===== src/rtl/mult_div_unit.sv =====
// rtl/mult_div_unit.sv - sequential MULTU (shift-add) / DIVU (restoring) unit with HI/LO result registers
// Optional feature macro: MDU_DIV_EN compiles in the divider datapath; without it DIVU completes with fault=1.
module mult_div_unit #(
    parameter int WIDTH = 8
) (
    input  logic             clk,
    input  logic             iRST_N,
    input  logic             start,
    input  logic             op,
    input  logic [WIDTH-1:0] a,
    input  logic [WIDTH-1:0] b,
    output logic             busy,
    output logic             done,
    output logic [WIDTH-1:0] hi,
    output logic [WIDTH-1:0] lo,
    output logic             fault
);

    localparam int CW = $clog2(WIDTH) + 1;
    localparam logic [CW-1:0] LAST_CNT = CW'(WIDTH - 1);

    localparam logic [0:0] ST_IDLE = 1'b0;
    localparam logic [0:0] ST_RUN  = 1'b1;

    logic [0:0]       state_q, state_d;
    logic [CW-1:0]    cnt_q, cnt_d;
    logic             op_q, op_d;
    // Multiplicand for MULTU, divisor for DIVU.
    logic [WIDTH-1:0] opnd_q, opnd_d;
    // Upper accumulator half (MULTU) or partial remainder (DIVU); one spare bit for carry/borrow.
    logic [WIDTH:0]   hi_acc_q, hi_acc_d;
    // Multiplier shifting out (MULTU) or dividend shifting out / quotient shifting in (DIVU).
    logic [WIDTH-1:0] lo_acc_q, lo_acc_d;
    logic [WIDTH-1:0] hi_q, hi_d;
    logic [WIDTH-1:0] lo_q, lo_d;
    logic             done_q, done_d;
    logic             fault_q, fault_d;

    logic [WIDTH-1:0] mul_addend;
    logic [WIDTH:0]   mul_sum;
    logic [WIDTH:0]   mul_hi;
    logic [WIDTH-1:0] mul_lo;
    logic [WIDTH:0]   iter_hi;
    logic [WIDTH-1:0] iter_lo;

    // One shift-add step: add multiplicand to the upper half when the multiplier LSB is set, then shift right with carry.
    always_comb begin
        mul_addend = lo_acc_q[0] ? opnd_q : '0;
        mul_sum    = hi_acc_q + {1'b0, mul_addend};
        mul_hi     = {1'b0, mul_sum[WIDTH:1]};
        mul_lo     = {mul_sum[0], lo_acc_q[WIDTH-1:1]};
    end

`ifdef MDU_DIV_EN
    logic [WIDTH:0]   div_shift;
    logic [WIDTH+1:0] div_diff;
    logic [WIDTH:0]   div_hi;
    logic [WIDTH-1:0] div_lo;

    // One restoring-division step: shift remainder:dividend left, trial-subtract, keep or restore.
    always_comb begin
        div_shift = {hi_acc_q[WIDTH-1:0], lo_acc_q[WIDTH-1]};
        div_diff  = {1'b0, div_shift} - {2'b00, opnd_q};
        if (div_diff[WIDTH+1]) begin
            div_hi = div_shift;
            div_lo = {lo_acc_q[WIDTH-2:0], 1'b0};
        end else begin
            div_hi = div_diff[WIDTH:0];
            div_lo = {lo_acc_q[WIDTH-2:0], 1'b1};
        end
    end

    // Pick the iteration result for the latched operation.
    always_comb begin
        iter_hi = op_q ? div_hi : mul_hi;
        iter_lo = op_q ? div_lo : mul_lo;
    end
`else
    // Only the multiplier exists; a DIVU request just idles through the iterations.
    always_comb begin
        iter_hi = mul_hi;
        iter_lo = mul_lo;
    end
`endif

    // Next-state logic: accept a request in IDLE, iterate WIDTH times in RUN, publish HI/LO on the last step.
    always_comb begin
        state_d  = state_q;
        cnt_d    = cnt_q;
        op_d     = op_q;
        opnd_d   = opnd_q;
        hi_acc_d = hi_acc_q;
        lo_acc_d = lo_acc_q;
        hi_d     = hi_q;
        lo_d     = lo_q;
        fault_d  = fault_q;
        done_d   = 1'b0;
        case (state_q)
            ST_IDLE: begin
                if (start) begin
                    state_d  = ST_RUN;
                    cnt_d    = '0;
                    op_d     = op;
                    opnd_d   = op ? b : a;
                    lo_acc_d = op ? a : b;
                    hi_acc_d = '0;
                end
            end
            ST_RUN: begin
                hi_acc_d = iter_hi;
                lo_acc_d = iter_lo;
                cnt_d    = cnt_q + CW'(1);
                if (cnt_q == LAST_CNT) begin
                    state_d = ST_IDLE;
                    cnt_d   = '0;
                    done_d  = 1'b1;
                    hi_d    = iter_hi[WIDTH-1:0];
                    lo_d    = iter_lo;
`ifdef MDU_DIV_EN
                    // Divide by zero runs the normal datapath (lo=all ones, hi=dividend) but flags it.
                    fault_d = op_q && (opnd_q == '0);
`else
                    if (op_q) begin
                        hi_d    = '0;
                        lo_d    = '0;
                        fault_d = 1'b1;
                    end else begin
                        fault_d = 1'b0;
                    end
`endif
                end
            end
            default: begin
                state_d = ST_IDLE;
                cnt_d   = '0;
            end
        endcase
    end

    // State and result registers; reset aborts any operation in flight.
    always_ff @(posedge clk or negedge iRST_N) begin
        if (!iRST_N) begin
            state_q  <= ST_IDLE;
            cnt_q    <= '0;
            op_q     <= 1'b0;
            opnd_q   <= '0;
            hi_acc_q <= '0;
            lo_acc_q <= '0;
            hi_q     <= '0;
            lo_q     <= '0;
            done_q   <= 1'b0;
            fault_q  <= 1'b0;
        end else begin
            state_q  <= state_d;
            cnt_q    <= cnt_d;
            op_q     <= op_d;
            opnd_q   <= opnd_d;
            hi_acc_q <= hi_acc_d;
            lo_acc_q <= lo_acc_d;
            hi_q     <= hi_d;
            lo_q     <= lo_d;
            done_q   <= done_d;
            fault_q  <= fault_d;
        end
    end

    assign busy  = (state_q == ST_RUN);
    assign done  = done_q;
    assign hi    = hi_q;
    assign lo    = lo_q;
    assign fault = fault_q;

endmodule


===== config.mk =====
export PLATFORM = sky130hd
export DESIGN_NAME = mult_div_unit
export DESIGN_NICKNAME = d
export VERILOG_FILES = /design/src/rtl/mult_div_unit.sv
export SDC_FILE = /design/constraint.sdc
export NUM_CORES = 1
export LEC_CHECK = 0
export BUFFER_PORTS_ARGS = -buffer_cell sky130_fd_sc_hd__clkbuf_2
export CAP_MARGIN = 20
export CORE_MARGIN = 5
export CORE_UTILIZATION = 50
export CTS_CLUSTER_DIAMETER = 200
export CTS_CLUSTER_SIZE = 40
export DETAILED_ROUTE_END_ITERATION = 8
export PLACE_DENSITY_LB_ADDON = 0.15
export REMOVE_ABC_BUFFERS = 1
export SYNTH_ARGS = -nofsm -noshare
export SYNTH_HDL_FRONTEND = slang
export SYNTH_SLANG_ARGS = --single-unit

===== constraint.sdc =====
create_clock -name clk -period 2.1 [get_ports clk]
set_clock_uncertainty 0.1 [all_clocks]
set_input_delay 0.315 -clock clk [delete_from_list [all_inputs] [get_ports clk]]
set_output_delay 0.315 -clock clk [all_outputs]
set_load 0.005 [all_outputs]

==> results by group, run 1 <==
Timing
  – Final hold violation count: 0
  – Max_slew headroom: between 50% and 60%
  – Setup WS post-layout: -0.006136 ns
  – Final setup violating endpoints: 2
  – Fin crit period: about 2.1 ns
  – Slew @ Worst Pin: between 0.6 and 0.7 ns
  – Fin. max-slew vios: 0
  – Max Fclk: between 0.4 and 0.5 GHz
  – Fin crit share: 100.3%
  – RSZ-0062 raised after global routing: true

Pwr
  – Sw Ratio: around 36%
  – Comb pwr share: about 43%
  – Cell-internal power: 2642 uW
  – Leak: between 0.001 and 0.0015 uW
  – P_sw: ~1500 uW
  – Clock share of power: between 10% and 20%
  – PD cells: 1421 mW/mm2
  – Worst VDD drop: between 0.5 and 0.6 mV
  – Seq pwr share: approximately 39%

Logic synthesis
  – EDFF count, synth: 0
  – Sequential fraction of the synthesis area: roughly half
  – Mapped Area: roughly 0.0024 mm2
  – Main synth FF type: dfrtp_1
  – Post-synth cell types: 32
  – Average cell area after synthesis: around 10 um2
  – Yosys reg bits: 48
  – Ys Warns: 0
  – Cells after synthesis: 238
  – Post-synth ARST share: 100.0%

Clock tree
  – Num CTS Buffers: 5
  – H-tree depth: 2
  – CTS root buffer: clkbuf_8
  – Clk buf depth: 2
  – Clock slew at reported path FFs: approximately 0.09 ns
  – Total clock sinks: between 40 and 50
  – Worst skew pair latency: 0.30 ns
  – CTS tree: done

Die
  – Die Ht: 78.85 um
  – I/O pin cnt: 39
  – Die Wd: roughly 79 um
  – Die Footprint: between 0.006 and 0.007 mm2
  – Core area: approximately 0.0047 mm2
  – Core Rows: 25
  – Initial Utilization: 50.85%

Cells and area
  – Multi-input logic area: approximately 0.0012 mm2
  – Final non-filler cell total: roughly 340
  – Final instance area: roughly 0.003 mm2
  – Storage cell area: 0.001201 mm2
  – Share of layout cells above drive strength 1: 27.78%
  – Layout net count: 317
  – Area growth, synth to finish: 23.07%
  – Ant. Diodes: 0
  – Fin util: between 60% and 70%
  – Fillers: just under 400

Outcome
  – Status: complete, but fails checks
  – Violated checks: setup timing

Place
  – HPWL Detailed: between 3 and 4 mm
  – Placed cell area: ~0.0027 mm2
  – Gpl congestion: between 0.9 and 1
  – Post-Place Cells: between 300 and 400
  – # port buffers: 38

Critical path
  – Worst setup EP type: flip-flop
  – Crit path kind: reg2reg
  – Worst Path Arrival: 2.21 ns
  – Critical Path RT: around 2.2 ns
  – Worst R2R Path Depth: 7
  – Setup crit start kind: flip-flop
  – Slack of the worst reg-to-reg path: -0.006 ns
  – FF-to-FF Start: lo_acc_q[0]
  – Critical Path Fanout Max: 4
  – R2r endpoint: hi[5]

Hold path
  – Hold Crit Class: in2reg
  – Hold Crit Start: a[1]
  – Hold path cells: 3
  – Hold Path End: opnd_q[1]

Global route
  – First-pass GRT wire length: 9.004 mm
  – Largest net degree at the start of global routing: 28
  – Global route overflow: 0
  – Vias in the first global route: slightly below 2000
  – Gr usage total: around 18%
  – Initial antenna violation count: 0

Drt
  – First drt pass iteration count: 4
  – DRT iter0 DRCs: 95
  – Routed Antenna Nets: 0
  – Post-Route WL: 5.243 mm
  – DRC violations left: 0
  – DR WL/cell: about 15 um
  – DR vias: around 1900
  – Avg Vias per Cell: between 5 and 6

Job
  – Number of max-cap violations: 0
[logic make-up (layout without fill, tap and decap cells)]
logic type                 after synthesis  in the layout  share of synthesized area, %
DFF                                     48             48                         50.69
AOI/OAI and AO/OA                       69             69                         18.32
buffers and inverters                   17             67                         3.115
muxes                                   17             17                         7.233
and+or+nand+nor                         73             73                         13.57
adders and majority gates               10             10                         5.597
xor gates and xnor gates                 4              4                         1.479
[cell usage in the layout (no fill, tap or decap), drive strengths merged]
cell type | Yosys | layout
nand2 | 52 | 52
dfrtp | 48 | 48
clkbuf | 7 | 45
o21ai | 40 | 40
buf | 7 | 17
mux2i | 16 | 16
a22o | 11 | 11
and2 | 9 | 9
ha | 9 | 9
a21oi | 7 | 7
inv | 3 | 3
nor2 | 3 | 3
a32o | 3 | 3
a21o | 3 | 3
nand2b | 2 | 2
xnor2 | 2 | 2
xor2 | 2 | 2
nand3 | 2 | 2
or3 | 2 | 2
nand4b | 1 | 1
nand3b | 1 | 1
a31oi | 1 | 1
a211oi | 1 | 1
and3 | 1 | 1
a221oi | 1 | 1
mux2 | 1 | 1
o31ai | 1 | 1
a41o | 1 | 1
fa | 1 | 1
bufinv | 0 | 1
dlygate4sd3 | 0 | 1
[power groups by stage]
| stage | sequential, uW | combinational, uW | clock, uW |
|---|---|---|---|
| floorplan | 1610 | 993 | 0 |
| global placement | 1620 | 1580 | 0 |
| detailed placement | 1630 | 1620 | 0 |
| CTS | 1620 | 1700 | 733 |
| global route | 1680 | 2040 | 778 |
| finish | 1630 | 1800 | 722 |
[worst max-delay path: stages (launching register included)]
cell and delay (ns):
dfrtp_1 0.41, and2_1 0.15, ha_2 0.18, fa_2 0.36, a21o_1 0.20, a221oi_2 0.30, xnor2_1 0.13, a22o_1 0.18
[worst max-delay path by stage]
stage	start	end	slack [ns]	cells after the start
floorplan	busy	hi[4]	-0.18	3
global placement	lo_acc_q[0]	hi_acc_q[7]	-0.06	7
detailed placement	lo_acc_q[0]	hi_acc_q[6]	-0.11	7
CTS	lo_acc_q[0]	hi_acc_q[5]	-0.03	7
global route	lo_acc_q[0]	hi_acc_q[5]	-0.11	7
finish	lo_acc_q[0]	hi[5]	-0.006	7
[flip-flops by register name, summed over array words and instances (netlist names)]
name / count
fault: 1
lo: 8
lo_acc_q: 8
op_q: 1
done: 1
busy: 1
hi: 8
cnt_q: 4
opnd_q: 8
hi_acc_q: 8
[routing by layer]
metal	wire, um	track usage, %	vias to the layer above
met2	2514	28.78	40
li1	-	-	932
met4	104	6.357	0
met3	215	3.175	12
met1	2408	24.65	908
met5	0	0	-
[layout make-up]
cell class | count | area share (%)
Sequential cell | 48 | 41.18
Inverter | 3 | 0.3861
Tap cell | 54 | 2.317
Clock buffer | 7 | 3.303
Timing Repair Buffer | 56 | 11.24
Multi-Input combinational cell | 173 | 40.54
Clock inverter | 1 | 1.030
[per-stage QoR]
| stage | setup TNS (ns) | hold WS, ns | power (uW) | worst slack [ns] |
|---|---|---|---|---|
| after floorplan | -0.9412 | -0.08059 | 2599 | -0.1786 |
| after global placement | -0.2008 | 0.2737 | 3199 | -0.06361 |
| after detailed placement | -0.5616 | 0.2809 | 3248 | -0.1105 |
| after CTS | -0.07482 | 0.2213 | 4056 | -0.03221 |
| after global routing | -0.5115 | 0.2359 | 4497 | -0.1067 |
| final | -0.01208 | 0.2170 | 4145 | -0.006136 |
[cell usage after synthesis, types with 2 or more instances]
cell type,count,area share [%]
a32o_1,3,1.3
nor2_1,3,0.48
and2_1,9,2.4
dfrtp_1,48,51
ha_1,9,4.8
a22o_1,11,4.1
a21oi_1,6,1.3
or3_1,2,0.53
nand3_1,2,0.42
a21o_1,3,0.95
xnor2_1,2,0.74
o21ai_0,40,8.4
nand2_1,52,8.2
clkbuf_1,7,1.1
mux2i_1,16,6.8
xor2_1,2,0.74
buf_2,5,1.1
inv_1,3,0.48
nand2b_1,2,0.53
[what timing repair did]
item,CTS,global route
endpoints found under the setup margin,8,7
setup buffers,1,3
pin swaps,4,5
hold buffers,1,0
hold endpoints to repair,25,0
gates resized for setup,7,11
No activity file was read; power rests on OpenSTA's default activity.
==> run 2: changes to the inputs <==
--- a/config.mk
+++ b/config.mk
@@ -5,13 +5,13 @@
 export SDC_FILE = /design/constraint.sdc
 export NUM_CORES = 1
 export LEC_CHECK = 0
-export BUFFER_PORTS_ARGS = -buffer_cell sky130_fd_sc_hd__clkbuf_2
 export CAP_MARGIN = 20
 export CORE_MARGIN = 5
-export CORE_UTILIZATION = 50
+export CORE_UTILIZATION = 55
 export CTS_CLUSTER_DIAMETER = 200
 export CTS_CLUSTER_SIZE = 40
 export DETAILED_ROUTE_END_ITERATION = 8
+export DONT_BUFFER_PORTS = 1
 export PLACE_DENSITY_LB_ADDON = 0.15
 export REMOVE_ABC_BUFFERS = 1
 export SYNTH_ARGS = -nofsm -noshare
==> results by group, run 2 (same netlist as run 1, synthesis figures left out) <==
Pwr
  – Sw Ratio: 37.73% (+1.5 points)
  – Cell-internal power: 2408 uW (-8.9%)
  – Worst VDD drop: 0.5690 mV (-3.6%)
  – Clock share of power: 14.6% (-2.8 points)
  – Seq pwr share: 42.9% (+3.6 points)
  – Leak: 0.001280 uW (-13%)
  – Comb pwr share: 42.5% (-0.8 points)
  – P_sw: 1459 uW (-3.0%)
  – PD cells: 1433 mW/mm2 (+0.80%)

Drt
  – DR WL/cell: 16.46 um (+7.4%)
  – Routed Antenna Nets: 0 (unchanged)
  – Post-Route WL: 4.873 mm (-7.1%)
  – DRC violations left: 0 (unchanged)
  – DRT iter0 DRCs: 82 (-14%)
  – First drt pass iteration count: 4 (unchanged)
  – Avg Vias per Cell: 5.899 (+6.6%)
  – DR vias: 1746 (-7.7%)

Cells and area
  – Share of layout cells above drive strength 1: 15.45% (-12 points)
  – Ant. Diodes: 0 (unchanged)
  – Layout net count: 275 (-13%)
  – Most common cell after layout, fill and taps aside: nand2_1
  – Area growth, synth to finish: 13.89%
  – Final non-filler cell total: 296 (-13%)
  – Commonest non-fill, non-tap cells in the layout: nand2_1, dfrtp_1, o21ai_0

Die
  – Core area: 0.004086 mm2 (-12%)
  – Core Rows: 23 (-8.0%)
  – Initial Utilization: 57.99% (+7.1 points)
  – Die Wd: 75.64 um (-4.1%)
  – Die Ht: 75.64 um (-4.1%)
  – Die Footprint: 0.005721 mm2 (-8.0%)
  – I/O pin cnt: 39 (unchanged)

Clock tree
  – CTS tree: done
  – Num CTS Buffers: 5 (unchanged)
  – CTS root buffer: clkbuf_8
  – Clock slew at reported path FFs: 0.08 ns (about the same)
  – Worst skew pair latency: 0.30 ns (about the same)
  – Total clock sinks: 48 (unchanged)
  – H-tree depth: 2 (unchanged)
  – Clk buf depth: 2 (unchanged)

Critical path
  – Worst setup EP type: flip-flop
  – Slowest-stage cell, CP: dfrtp_1
  – Worst Setup EP: hi_acc_q[6]
  – Worst Setup SP: lo_acc_q[0]
  – Worst path buffer plus inverter count: 1 (+1)
  – R2r endpoint: hi_acc_q[6]
  – Critical Path Fanout Max: 6 (+2)
  – CP top delay family: compound AO/OA/AOI/OAI gates
  – Critical Path RT: 2.19 ns (about the same)
  – Slack of the worst reg-to-reg path: 0.005 ns (about the same)
  – Crit path kind: reg2reg
  – Worst Path Arrival: 2.18 ns (-0.03 ns)
  – Worst path depth: 7 (unchanged)
  – Setup crit start kind: flip-flop
  – FF-to-FF Start: lo_acc_q[0]
  – Max incr delay on CP: 0.41 ns (about the same)
  – Worst R2R Path Depth: 7 (unchanged)
  – Crit-path cells: buf_6, and2_4, ha_4, a21oi_4, a211oi_2, or3_4, a32o_1

Timing
  – Max_slew headroom: 71.81% (+16 points)
  – WHS: 0.06744 ns (-0.1496 ns)
  – Fin crit share: 99.76% (-0.53 points)
  – Max Fclk: 0.4773 GHz (+0.53%)
  – Final setup violating endpoints: 0 (-2)
  – TNS Setup: 0 ns (+0.01208 ns)
  – RSZ-0062 raised after global routing: true
  – Slew @ Worst Pin: 0.4206 ns (-0.2363 ns)
  – Fin. max-slew vios: 0 (unchanged)
  – Fin crit period: 2.095 ns (-0.01114 ns)
  – Final hold violation count: 0 (unchanged)

Global route
  – Global route overflow: 0 (unchanged)
  – Initial antenna violation count: 0 (unchanged)
  – Vias in the first global route: 1764 (-8.7%)
  – Largest net degree at the start of global routing: 49 (+75%)
  – Gr usage total: 19.18% (+1.2 points)
  – First-pass GRT wire length: 8.231 mm (-8.6%)

Place
  – # port buffers: 0 (-100%)
  – Post-Place Cells: 282 (-14%)
  – Gpl congestion: 0.8476 (-7.1%)
  – HPWL Detailed: 3.489 mm (-6.9%)

Hold path
  – Hold Crit Start: op
  – Hold Crit Class: in2reg

Job
  – Number of max-cap violations: 0 (unchanged)

Outcome
  – Status: complete, no violations
==> run 2: changes by cell type in the layout (fill, tap and decap cells not counted), moves of 2 or more <==
cell      previous run  this run
and2_1               8         6
and2_4               1         3
buf_4               17        11
clkbuf_2            38         0
ha_4                 3         5
nand2_1             50        52
nand2_2              2         0
==> run 2: worst min path at each step <==
stage / to / slack [ns] / cells after the start
2_1_floorplan: busy / -0.08 / 0
3_5_place_dp: hi[3] / -0.08 / 0
3_3_place_gp: hi_acc_q[5] / -0.08 / 0
5_1_grt: op_q / 0.06 / 1
4_1_cts: op_q / 0.06 / 1
6_report: op_q / 0.07 / 1
==> run 2: area by class of cell <==
class,instances,area [um2]
well taps,50,62.56
repair buffers,14,131.4
multi-input cells,173,1199
inverters,3,11.26
flip-flops and latches,48,1201
fillers,315,1388
clock buffers,7,86.33
clock inverters,1,7.507
==> run 2: power by group through the flow <==
| stage | registers, uW | logic [uW] | clock network (uW) |
|---|---|---|---|
| global route | 1720 | 1860 | 616 |
| detailed placement | 1660 | 1400 | 0 |
| global placement | 1640 | 1340 | 0 |
| finish | 1660 | 1640 | 566 |
| CTS | 1660 | 1500 | 582 |
| floorplan | 1610 | 993 | 0 |
==> run 2: metrics by stage <==
step	area, um2	setup slack (ns)	utilization [%]	power [uW]
floorplan	2307	-0.1786	-	2599
global route	2699	-0.05149	66.04	4198
finish	2699	0.005007	66.04	3867
CTS	2611	0.01746	63.90	3737
detailed placement	2430	-0.09806	59.46	3061
global placement	2430	-0.04571	59.46	2973
==> run 2: worst reg2reg max path, cell delays in order (launching register included) <==
cell	delay, ns
dfrtp_1	0.41
buf_6	0.13
and2_4	0.14
ha_4	0.26
a21oi_4	0.20
a211oi_2	0.11
or3_4	0.38
a32o_1	0.26
==> run 2: metal layers <==
metal,GRT usage [%],up-vias,wire [um]
li1,-,845,-
met1,26.09,847,2193
met2,30.68,48,2337
met3,5.013,6,291
met4,5.049,0,50
met5,0,-,0
==> run 2: what timing repair did <==
item / in CTS / in global routing
hold buffers: 2 / 0
endpoints found under the setup margin: 10 / 8
pin swaps: 3 / 9
endpoints found under the hold margin: 48 / 0
gates cloned: 0 / 0
gates resized for setup: 6 / 13
buffers inserted: 1 / 3
